--- src/rtl/dc_ram_sync2ff_if.sv ---
`default_nettype none
// ============================================================================
// Module   : dc_ram_sync2ff_if
// Purpose  : Bundles the two RAM ports and the synchronizer channels of the
//            debug mailbox core into one connection.
// Signals  : addr_a/din_a/wr_en_a/dout_a  - port A (debug host side)
//            addr_b/din_b/wr_en_b/dout_b  - port B (CPU/controller side)
//            sync_din/sync_dout           - asynchronous inputs / synchronized
//                                           outputs (bit 0 req, bit 1 ack)
// Modports : master drives addresses, data, enables and sync inputs;
//            slave (the mailbox core) drives read data and sync outputs.
// Revision : 1.0 - initial release
// ============================================================================
interface dc_ram_sync2ff_if #(
  parameter int addr_bits  = 2,
  parameter int data_bits  = 32,
  parameter int sync_width = 2
);
  logic [addr_bits-1:0]  addr_a;
  logic [data_bits-1:0]  din_a;
  logic                  wr_en_a;
  logic [data_bits-1:0]  dout_a;

  logic [addr_bits-1:0]  addr_b;
  logic [data_bits-1:0]  din_b;
  logic                  wr_en_b;
  logic [data_bits-1:0]  dout_b;

  logic [sync_width-1:0] sync_din;
  logic [sync_width-1:0] sync_dout;

  modport master (
    output addr_a, din_a, wr_en_a,
    output addr_b, din_b, wr_en_b,
    output sync_din,
    input  dout_a, dout_b, sync_dout
  );

  modport slave (
    input  addr_a, din_a, wr_en_a,
    input  addr_b, din_b, wr_en_b,
    input  sync_din,
    output dout_a, dout_b, sync_dout
  );
endinterface
`default_nettype wire

--- src/rtl/dc_ram_sync2ff.sv ---
`default_nettype none
// ============================================================================
// Module   : dc_ram_sync2ff
// Purpose  : Debug mailbox core. A small true dual-port RAM with registered,
//            read-first outputs plus a bank of two-flop synchronizers that
//            carry the host request and controller acknowledge bits.
// Ports    : clk   - sole clock, rising edge
//            rst_n - asynchronous active-low reset; clears RAM, read data and
//                    every synchronizer stage
//            bus   - dc_ram_sync2ff_if.slave (both RAM ports, sync channels)
// Revision : 1.0 - initial release
// ============================================================================
module dc_ram_sync2ff #(
  parameter int addr_bits  = 2,
  parameter int data_bits  = 32,
  parameter int sync_width = 2
) (
  input  wire logic   clk,
  input  wire logic   rst_n,
  dc_ram_sync2ff_if.slave bus
);

  localparam int depth = 2 ** addr_bits;

  logic [data_bits-1:0]  mem [depth];
  logic [data_bits-1:0]  dout_a_q;
  logic [data_bits-1:0]  dout_b_q;
  logic [sync_width-1:0] stage1;
  logic [sync_width-1:0] stage2;

  // --------------------------------------------------------------------------
  // Storage. Each word has its own write mux so the whole array can be
  // cleared by the asynchronous reset. Port A is checked first, which makes
  // it the winner when both ports write the same word in one cycle.
  // --------------------------------------------------------------------------
  for (genvar w = 0; w < depth; w++) begin : g_word
    always_ff @(posedge clk or negedge rst_n) begin
      if (!rst_n) begin
        mem[w] <= '0;
      end else if (bus.wr_en_a && (bus.addr_a == addr_bits'(w))) begin
        mem[w] <= bus.din_a;
      end else if (bus.wr_en_b && (bus.addr_b == addr_bits'(w))) begin
        mem[w] <= bus.din_b;
      end
    end
  end

  // --------------------------------------------------------------------------
  // Registered reads. Sampling mem[] before the write lands gives read-first
  // behaviour on the same port and old-data behaviour across ports.
  // --------------------------------------------------------------------------
  always_ff @(posedge clk or negedge rst_n) begin
    if (!rst_n) begin
      dout_a_q <= '0;
      dout_b_q <= '0;
    end else begin
      dout_a_q <= mem[bus.addr_a];
      dout_b_q <= mem[bus.addr_b];
    end
  end

  // --------------------------------------------------------------------------
  // Two-flop synchronizers, one independent chain per bit. No pulse
  // stretching: inputs narrower than a clock period may be missed.
  // --------------------------------------------------------------------------
  always_ff @(posedge clk or negedge rst_n) begin
    if (!rst_n) begin
      stage1 <= '0;
      stage2 <= '0;
    end else begin
      stage1 <= bus.sync_din;
      stage2 <= stage1;
    end
  end

  assign bus.dout_a    = dout_a_q;
  assign bus.dout_b    = dout_b_q;
  assign bus.sync_dout = stage2;

endmodule
`default_nettype wire

--- src/flat_wrapper.sv ---
// flat-port wrapper written by rule: the top's interface ports become plain ports
module dc_ram_sync2ff_flat 
#(
  parameter int addr_bits  = 2,
  parameter int data_bits  = 32,
  parameter int sync_width = 2
)
  (clk, rst_n, bus_addr_a, bus_din_a, bus_wr_en_a, bus_addr_b, bus_din_b, bus_wr_en_b, bus_sync_din, bus_dout_a, bus_dout_b, bus_sync_dout);
  dc_ram_sync2ff_if #(.addr_bits(addr_bits), .data_bits(data_bits), .sync_width(sync_width)) bus_i ();
  input  wire logic clk;
  input  wire logic rst_n;
  input wire logic [$bits(bus_i.addr_a)-1:0] bus_addr_a;
  input wire logic [$bits(bus_i.din_a)-1:0] bus_din_a;
  input wire logic [$bits(bus_i.wr_en_a)-1:0] bus_wr_en_a;
  input wire logic [$bits(bus_i.addr_b)-1:0] bus_addr_b;
  input wire logic [$bits(bus_i.din_b)-1:0] bus_din_b;
  input wire logic [$bits(bus_i.wr_en_b)-1:0] bus_wr_en_b;
  input wire logic [$bits(bus_i.sync_din)-1:0] bus_sync_din;
  output wire logic [$bits(bus_i.dout_a)-1:0] bus_dout_a;
  output wire logic [$bits(bus_i.dout_b)-1:0] bus_dout_b;
  output wire logic [$bits(bus_i.sync_dout)-1:0] bus_sync_dout;
  assign bus_i.addr_a = bus_addr_a;
  assign bus_i.din_a = bus_din_a;
  assign bus_i.wr_en_a = bus_wr_en_a;
  assign bus_i.addr_b = bus_addr_b;
  assign bus_i.din_b = bus_din_b;
  assign bus_i.wr_en_b = bus_wr_en_b;
  assign bus_i.sync_din = bus_sync_din;
  assign bus_dout_a = bus_i.dout_a;
  assign bus_dout_b = bus_i.dout_b;
  assign bus_sync_dout = bus_i.sync_dout;
  dc_ram_sync2ff #(.addr_bits(addr_bits), .data_bits(data_bits), .sync_width(sync_width)) u_core (.clk(clk), .rst_n(rst_n), .bus(bus_i));
endmodule
--- config.mk ---
export PLATFORM = sky130hd
export DESIGN_NAME = dc_ram_sync2ff_flat
export DESIGN_NICKNAME = d
export VERILOG_FILES = /design/src/rtl/dc_ram_sync2ff_if.sv /design/src/rtl/dc_ram_sync2ff.sv /design/src/flat_wrapper.sv
export SDC_FILE = /design/constraint.sdc
export NUM_CORES = 1
export LEC_CHECK = 0
export CORE_ASPECT_RATIO = 0.9
export CORE_MARGIN = 5
export CORE_UTILIZATION = 49
export CTS_CLUSTER_DIAMETER = 40
export DETAILED_ROUTE_END_ITERATION = 8
export PLACE_DENSITY = 0.74
export RECOVER_POWER = 100
export SETUP_SLACK_MARGIN = 0.4
export SYNTH_ARGS = -nofsm -noshare
export SYNTH_HDL_FRONTEND = slang
export SYNTH_SLANG_ARGS = --single-unit
--- constraint.sdc ---
create_clock -name clk -period 2.54 [get_ports clk]
set_input_delay 0.254 -clock clk [delete_from_list [all_inputs] [get_ports clk]]
set_output_delay 0.254 -clock clk [all_outputs]
set_load 0.01 [all_outputs]
== Yosys cells after proc, flatten, opt, wreduce, memory -nomap -nowiden ==
Cells that the tools add are included.

* Add/sub/neg operators: 0
* Multiply operators: 0
* Div/mod/pow operators: 0
* Magnitude comparators: 2
* Equality and inequality tests: 6
* Shifts and indexed selects: 0
* Multiplexer cells: 14
* Bitwise operators: 2
* Reduce and logical (&&, ||, !) cells: 14

{| class="wikitable"
|+ Operator list
! operator !! number
|-
| 32-bit 2-to-1 mux || 12
|-
| 32-bit binary-select mux with 2-bit select || 2
|-
| 2-bit equality test, second input constant || 4
|-
| 1-bit logical AND || 8
|-
| 2-bit nonzero test || 4
|-
| 3-bit greater-or-equal comparator, second input constant || 2
|-
| 2-bit NOT with 3-bit output || 2
|-
| 2-bit by 1-bit equality test with 1-bit output, second input constant || 2
|-
| 2-bit zero test || 2
|}

* Bits in registers: 196
* Latch bits: 0
* Bits in writable memories: 0
* ROM bits: 0
* Input port bits: 74
* Word-level logic and storage cells: 46
* Memories: 0

== Depth between registers and ports, before layout ==
Gate-level depths: netlist of the first run.

* Word-level depth: 4
* Mapped depth: 6
* Mapped depth without buffers: 3

== Least setup slack after synthesis of the first run ==
OpenSTA, ideal clock, no wires.

* Path type: input port to flip-flop
* Start point: input bus_addr_a[0]
* End point: register u_core.dout_a_q[10] (netlist: u_core.bus.dout_a[10])
* Library setup time: 0.138 ns
* Arrival: 1.239 ns
* Required time: 2.402 ns
* Slack: 1.163 ns
* Stages: 3
* Cell sequence: buf_2 -> buf_2 -> mux4_2

* Word-level cells in the longest chain between the ends: 4

{| class="wikitable"
|+ RTL lines
! item !! line !! RTL
|-
| start: declaration || flat_wrapper.sv:12 || <nowiki>input wire logic [$bits(bus_i.addr_a)-1:0] bus_addr_a;</nowiki>
|-
| 2-bit NOT with 3-bit output (implied by the code) || dc_ram_sync2ff.sv:57 || <nowiki>dout_a_q <= mem[bus.addr_a];</nowiki>
|-
| 32-bit binary-select mux with 2-bit select || dc_ram_sync2ff.sv:57 ||
|-
| 32-bit 2-to-1 mux (implied by the code) (2 in series) || dc_ram_sync2ff.sv:57 ||
|-
| end signal: assignment || dc_ram_sync2ff.sv:57 ||
|-
| end: declaration || dc_ram_sync2ff.sv:26 || <nowiki>logic [data_bits-1:0] dout_a_q;</nowiki>
|}

No other way between the ends. The select of a mux whose other input is x is not followed.
A chain may end at the register's enable or synchronous reset.

== Worst setup path after layout of the first run ==
* Start point: input bus_addr_b[0]
* End point: register u_core.mem[118] (netlist bit)

* Word-level cells in the longest chain between the ends: 3

{| class="wikitable"
|+ RTL lines
! item !! line !! RTL
|-
| start: declaration || flat_wrapper.sv:15 || <nowiki>input wire logic [$bits(bus_i.addr_b)-1:0] bus_addr_b;</nowiki>
|-
| 2-bit zero test || dc_ram_sync2ff.sv:42 || <nowiki>end else if (bus.wr_en_b && (bus.addr_b == addr_bits'(w))) begin</nowiki>
|-
| 1-bit logical AND || dc_ram_sync2ff.sv:42 ||
|-
| 2-bit nonzero test (no source line) || n/a ||
|-
| end signal: indexed assignment || dc_ram_sync2ff.sv:41 || <nowiki>mem[w] <= bus.din_a;</nowiki>
|-
| end signal: indexed assignment || dc_ram_sync2ff.sv:43 || <nowiki>mem[w] <= bus.din_b;</nowiki>
|-
| end: declaration || dc_ram_sync2ff.sv:25 || <nowiki>logic [data_bits-1:0] mem [depth];</nowiki>
|}

No other way between the ends.

==> metrics.txt, run 1 <==
# port buffers 139; CTS tree done; Reg-to-Reg End u_core.bus.dout_a[5]$_DFF_PN0_; Initial Utilization 49.77%; worst-path maximum fanout 32; core box area 18350 um2; first-pass GRT wire length 39410 um; status completed; worst hold path class in -> async; Sw Ratio 26.97%; DR vias ~7300; width of the die 153.9 um; post-DR wirelength/cell 20.22 um; Crit Path Category in -> reg; layout cells sized above 1 between 10% and 20%; post-synth cell types 17; Post-route DRC 0; Layout Skew 5.215 ps; Final min period 1986 ps; Syn Inst Count roughly 860; final hold vios 0; final worst slack 554.3 ps; worst reg2reg path depth 1; critical path startpoint category input pin; largest family of logic cells by synthesized area simple AND/OR/NAND/NOR gates; TNS Setup 0 ps; Flop pwr share 47.0%; Mapped Avg Cell Area 10.68 um2; clock-pin slew on the worst setup and hold paths 70 ps; mux cell area share after synthesis 15.79%; yosys warns 0; Mapped Area 9131 um2; worst-case clock buffer depth 2; clock share of power 31.8%; Slowest cell on crit path or3b_1; Rel. slew slack 10.59%; Synth Area in XOR/XNOR 0%; GPL Wtd Cong between 0.7 and 0.8; worst slew pin tran around 1300 ps; clock net sink count 196; GR Overflow Total 0; Logic pwr share 21.2%; Synth Area in Simple Gates 16.88%; Synth Area in Compound Gates 9.318%; Max Freq just over 0.5 GHz; Die Y 139.5 um; Switch Pwr roughly 2.3 mW; critical path arrival between 2000 and 2500 ps; largest net degree at the start of global routing 110; ANT nets after route 0; 1st-iter DRT viols about 770; clk root buf clkbuf_16; worst vdd ir roughly 520 uV; CP max stage delay approximately 1100 ps; total power roughly 8.6 mW; R2R Setup Slk 1490 ps; hold slack 280.9 ps; Yosys reg bits 196; Worst Path Required 2890 ps; Finish-stage setup viols 0; maxcap violations 0; FP Rows 47; PD cells 762.0 nW/um2; internal power 6.279 mW; Seq/Total Area, Yosys a little over half; crit path cell chain clkbuf_1 -> or3b_1 -> nand2_1 -> a31oi_1; pre-CTS setup slack 371.5 ps; via/cell ratio 5.956; Adder-Cell Fraction of Synth Area 0%; Num CTS Buffers 17; IO Pins 140; Area Growth Syn to Fin 23.57%; final worst-path cycle share 78.18%; worst reg2reg startpoint u_core.mem[5]$_DFFE_PN0P_; Final nets 1041; Post-DP HPWL 15620 um; Total Die Area between 20000 and 25000 um2; final slew viol count 0; clock insertion delay at the later pin of the skew report 440 ps; H-Tree Depth 4; initial antenna violation count 2; critical path capture point type flip-flop; Leakage 4.764 nW; gr usage total between 20% and 30%; 1st-pass router iterations 5; vias in the first global route 7173; final wirelength 24790 um; RSZ-0062 raised after global routing false; post-synth net total 929
[what timing repair did]
action                                 4_1_cts  5_1_grt
endpoints found under the hold margin      118        0
gates resized for setup                      0        0
buffers inserted                             0        0
hold buffers                                 1        0
[layout by cell type (no fill, tap or decap), types with 2 or more instances in the layout]
cell type,netlist,final
bufinv_16,0,2
mux4_2,64,64
clkbuf_2,0,2
buf_4,7,11
clkinv_2,0,4
clkinv_4,0,2
clkbuf_16,0,17
clkbuf_1,17,8
a31oi_2,8,8
a31oi_1,120,120
clkdlybuf4s50_1,0,66
and3b_2,0,2
nand2_1,256,256
nand3_2,0,2
buf_12,0,7
nand3b_1,4,4
dfrtp_1,196,196
clkbuf_8,0,5
dlygate4sd3_1,0,69
nor2_1,128,128
buf_2,38,2
[Yosys cell counts]
| library cell | count | share of area (%) |
|---|---|---|
| nand2_1 | 256 | 11 |
| dfrtp_1 | 196 | 54 |
| nor2_1 | 128 | 5.3 |
| a31oi_1 | 120 | 8.2 |
| mux4_2 | 64 | 16 |
| buf_2 | 38 | 2.1 |
| clkbuf_1 | 17 | 0.70 |
| a31oi_2 | 8 | 1.1 |
| buf_4 | 7 | 0.58 |
| buf_6 | 7 | 0.86 |
| nand3b_1 | 4 | 0.33 |
| and3b_1 | 2 | 0.19 |
| buf_1 | 2 | 0.082 |
| nand3_1 | 2 | 0.11 |
| or3b_1 | 2 | 0.19 |
| and3_1 | 1 | 0.069 |
| nor3b_4 | 1 | 0.21 |
[worst max-delay path, delay by kind of cell]
family                 cells  cell delay, ps
AOI/OAI and AO/OA          1             240
buffers and inverters      1             540
and+or+nand+nor            2            1280
[per-stage QoR]
stage | cells | utilization [%] | instance area [um2]
floorplan | 855 | - | 9131
global placement | 1192 | 58.39 | 10710
detailed placement | 1192 | 58.39 | 10710
CTS | 1225 | 61.72 | 11320
global route | 1225 | 61.48 | 11280
finish | 1226 | 61.50 | 11280
[state kept, by name (all words and copies together) (netlist names)]
register,count
u_core.bus.dout_a,32
u_core.bus.dout_b,32
u_core.bus.sync_dout,2
u_core.mem,128
u_core.stage1,2
[power by group through the flow]
stage               sequential, mW  clock (mW)  combinational [mW]
floorplan                     4.13           0               0.898
global placement              4.08           0                1.88
detailed placement            4.10           0                1.93
CTS                           4.05        2.76                1.93
global route                  4.11        2.90                1.97
finish                        4.05        2.73                1.82
[cell families after synthesis]
family | count (synthesis)
buffers and inverters | 71
multiplexers | 64
AND/OR/NAND/NOR | 396
flip-flops | 196
AO/OA/AOI/OAI | 128
[how the worst max path moves through the flow]
stage / endpoint / depth (start not counted) / startpoint / slack, ps
after CTS: u_core.mem[120]$_DFFE_PN0P_ / 5 / bus_wr_en_b / 830
after detailed placement: u_core.mem[123]$_DFFE_PN0P_ / 5 / bus_wr_en_b / 370
after floorplan: u_core.bus.dout_a[10]$_DFF_PN0_ / 3 / bus_addr_a[0] / 1160
after global placement: u_core.mem[101]$_DFFE_PN0P_ / 5 / bus_wr_en_b / 430
final: u_core.mem[118]$_DFFE_PN0P_ / 4 / bus_addr_b[0] / 550
after global routing: u_core.bus.dout_b[6]$_DFF_PN0_ / 3 / bus_addr_b[0] / 380
[area by class of cell]
cell class | instances | area [um2]
Timing Repair Buffer | 164 | 1624
Multi-Input combinational cell | 588 | 3846
Antenna cell | 1 | 2.502
Sequential cell | 196 | 4905
Clock inverter | 8 | 97.59
Fill cell | 1463 | 7064
Clock buffer | 24 | 501.7
Tap cell | 245 | 306.5
[metal layers]
layer | share of wire [%] | global-route usage, % | vias up
met5 | 0.11 | 0 | -
met4 | 2.3 | 9.154 | 4
met3 | 8.4 | 5.868 | 47
met2 | 48 | 35.80 | 379
met1 | 41 | 32.70 | 3656
li1 | - | - | 3216
No activity file was read; power rests on OpenSTA's default activity.
==> run 2: changes to the inputs <==
--- a/config.mk
+++ b/config.mk
@@ -10,7 +10,7 @@
 export CORE_UTILIZATION = 49
 export CTS_CLUSTER_DIAMETER = 40
 export DETAILED_ROUTE_END_ITERATION = 8
-export PLACE_DENSITY = 0.74
+export PLACE_DENSITY = 0.76
 export RECOVER_POWER = 100
 export SETUP_SLACK_MARGIN = 0.4
 export SYNTH_ARGS = -nofsm -noshare
==> constraint.sdc (replaced) <==
create_clock -name clk -period 1.6 [get_ports clk]
set_input_delay 0.16 -clock clk [delete_from_list [all_inputs] [get_ports clk]]
set_output_delay 0.16 -clock clk [all_outputs]
set_load 0.01 [all_outputs]
==> metrics.txt, run 2 (synthesis gave the netlist of run 1 again) <==
final slew viol count 0 (unchanged); width of the die 153.9 um (unchanged); RSZ-0062 raised after global routing false; Die Y 139.5 um (unchanged); 1st-pass router iterations 5 (unchanged); worst vdd ir 723.6 uV (+38%); largest net degree at the start of global routing 53 (-52%); Layout Skew 8.963 ps (+3.748 ps); ANT nets after route 0 (unchanged); metal3 WL 2255 um (+8.4%); CTS tree done; FP Rows 47 (unchanged); worst-path maximum fanout 11 (-66%); gr usage total 25.06% (+1.6 points); met1 WL 10220 um (+0.21%); critical path arrival 1670 ps (-670 ps); core box area 18350 um2 (unchanged); initial antenna violation count 0 (-2); Rel. slew slack 57.84% (+47 points); clock net sink count 196 (unchanged); # port buffers 139 (unchanged); pre-CTS setup slack -96.35 ps (-467.8 ps); Crit Path Category in -> reg; Post-route DRC 0 (unchanged); most frequent cells in the layout nand2_1 (256), dfrtp_1 (196), nor2_1 (127); Post-Layout Cell Count 1249 (+1.9%); max FFs per register 128 (unchanged); maxcap violations 0 (unchanged); Worst Path Required 1920 ps (-970 ps); DR vias 7621 (+4.4%); final wirelength 26620 um (+7.4%); status completed; IO Pins 140 (unchanged); Num CTS Buffers 17 (unchanged); PD cells 1188 nW/um2 (+56%); Leakage 4.722 nW (-0.88%); H-Tree Depth 4 (unchanged); worst-case clock buffer depth 2 (unchanged); clk root buf clkbuf_16; layout cells sized above 1 15.44% (+2.1 points); final worst-path cycle share 84.26%; Final nets 1065 (+2.3%); Met2 Wirelength 13040 um (+9.4%); hold slack 190.3 ps (-90.60 ps); final worst slack 251.8 ps (-302.5 ps); Post-DP HPWL 17370 um (+11%); total power 13.30 mW (+55%); Total Die Area 21470 um2 (unchanged); Finish-stage setup viols 0 (unchanged); worst slew pin tran 632.3 ps (-708.8 ps); GR Overflow Total 0 (unchanged); max layer used met4; placed insts 1213 (+1.8%); clock insertion delay at the later pin of the skew report 440 ps (about the same); Final Instance Area 11190 um2 (-0.79%); final hold vios 0 (unchanged); Final min period approximately 1300 ps; commonest non-fill, non-tap cell in the layout nand2_1; Fill cells 1446 (-1.2%); critical path startpoint category input pin; first-pass GRT wire length 42330 um (+7.4%); antenna cells 0 (-1); Placed Area 11040 um2 (+3.0%); critical path capture point type flip-flop; Area Growth Syn to Fin 22.60%; Initial Utilization 49.77% (unchanged); Max Freq 0.7417 GHz; Most flops, register u_core.mem; worst hold path class in -> async; vias in the first global route 7844 (+9.4%); via/cell ratio 6.102 (+2.4%); post-DR wirelength/cell 21.31 um (+5.4%); GPL Wtd Cong 0.8492 (+8.1%); clock-pin slew on the worst setup and hold paths 70 ps (about the same); 1st-iter DRT viols 866 (+12%); post-CTS setup buffer count 0 (unchanged)
## run 2: timing repair
action | 4_1_cts | 5_1_grt
gates cloned | 3 | 0
gates resized for setup | 182 | 43
setup endpoints to repair | 108 | 43
endpoints found under the hold margin | 78 | 0
hold buffers | 1 | 0
## run 2: final timing paths
kind | from | slack (ps) | endpoint | depth (start not counted)
max | bus_wr_en_a | 250 | u_core.mem[100]$_DFFE_PN0P_ | 5
min | rst_n | 190 | u_core.bus.sync_dout[1]$_DFF_PN0_ | 2
max reg2reg | u_core.mem[13]$_DFFE_PN0P_ | 550 | u_core.bus.dout_b[13]$_DFF_PN0_ | 1
min reg2reg | u_core.stage1[0]$_DFF_PN0_ | 350 | u_core.bus.sync_dout[0]$_DFF_PN0_ | 0
max in group asynchronous | rst_n | 430 | u_core.mem[125]$_DFFE_PN0P_ | 3
min in group clk | bus_addr_b[1] | 240 | u_core.bus.dout_b[0]$_DFF_PN0_ | 2
## run 2: critical path, cell delays in order
cell	delay, ps
dlygate4sd2_1	250
or3b_1	590
clkbuf_2	390
nor2_1	220
a31oi_2	50
## run 2: routing by layer
layer  global-route usage (%)  vias to the layer above
li1                         -                     3266
met1                    32.16                     3763
met2                    41.50                      487
met3                    5.309                      105
met4                    10.97                        0
met5                        0                        -
## run 2: power breakdown
group	leakage [nW]	internal, mW	switching [mW]
logic	2.18	1.34	1.37
registers	2.28	5.89	0.599
clock network	0.262	2.23	1.87
total	4.72	9.46	3.84
## run 2: layout make-up
class | instances | area [um2] | share of cell area (%)
sequential | 196 | 4905 | 43.81
timing repair buffer | 188 | 1573 | 14.05
clock buffer | 21 | 460.4 | 4.113
clock inverter | 11 | 103.9 | 0.9277
multi-input combinational | 588 | 3846 | 34.36
tap | 245 | 306.5 | 2.738
## run 2: per-stage QoR
| stage | utilization (%) | TNS (ps) |
|---|---|---|
| 6_report | 61.01 | 0 |
| 5_1_grt | 61.01 | 0 |
| 4_1_cts | 63.40 | 0 |
| 3_5_place_dp | 60.15 | -5704 |
| 3_3_place_gp | 60.15 | -1501 |
| 2_1_floorplan | - | 0 |
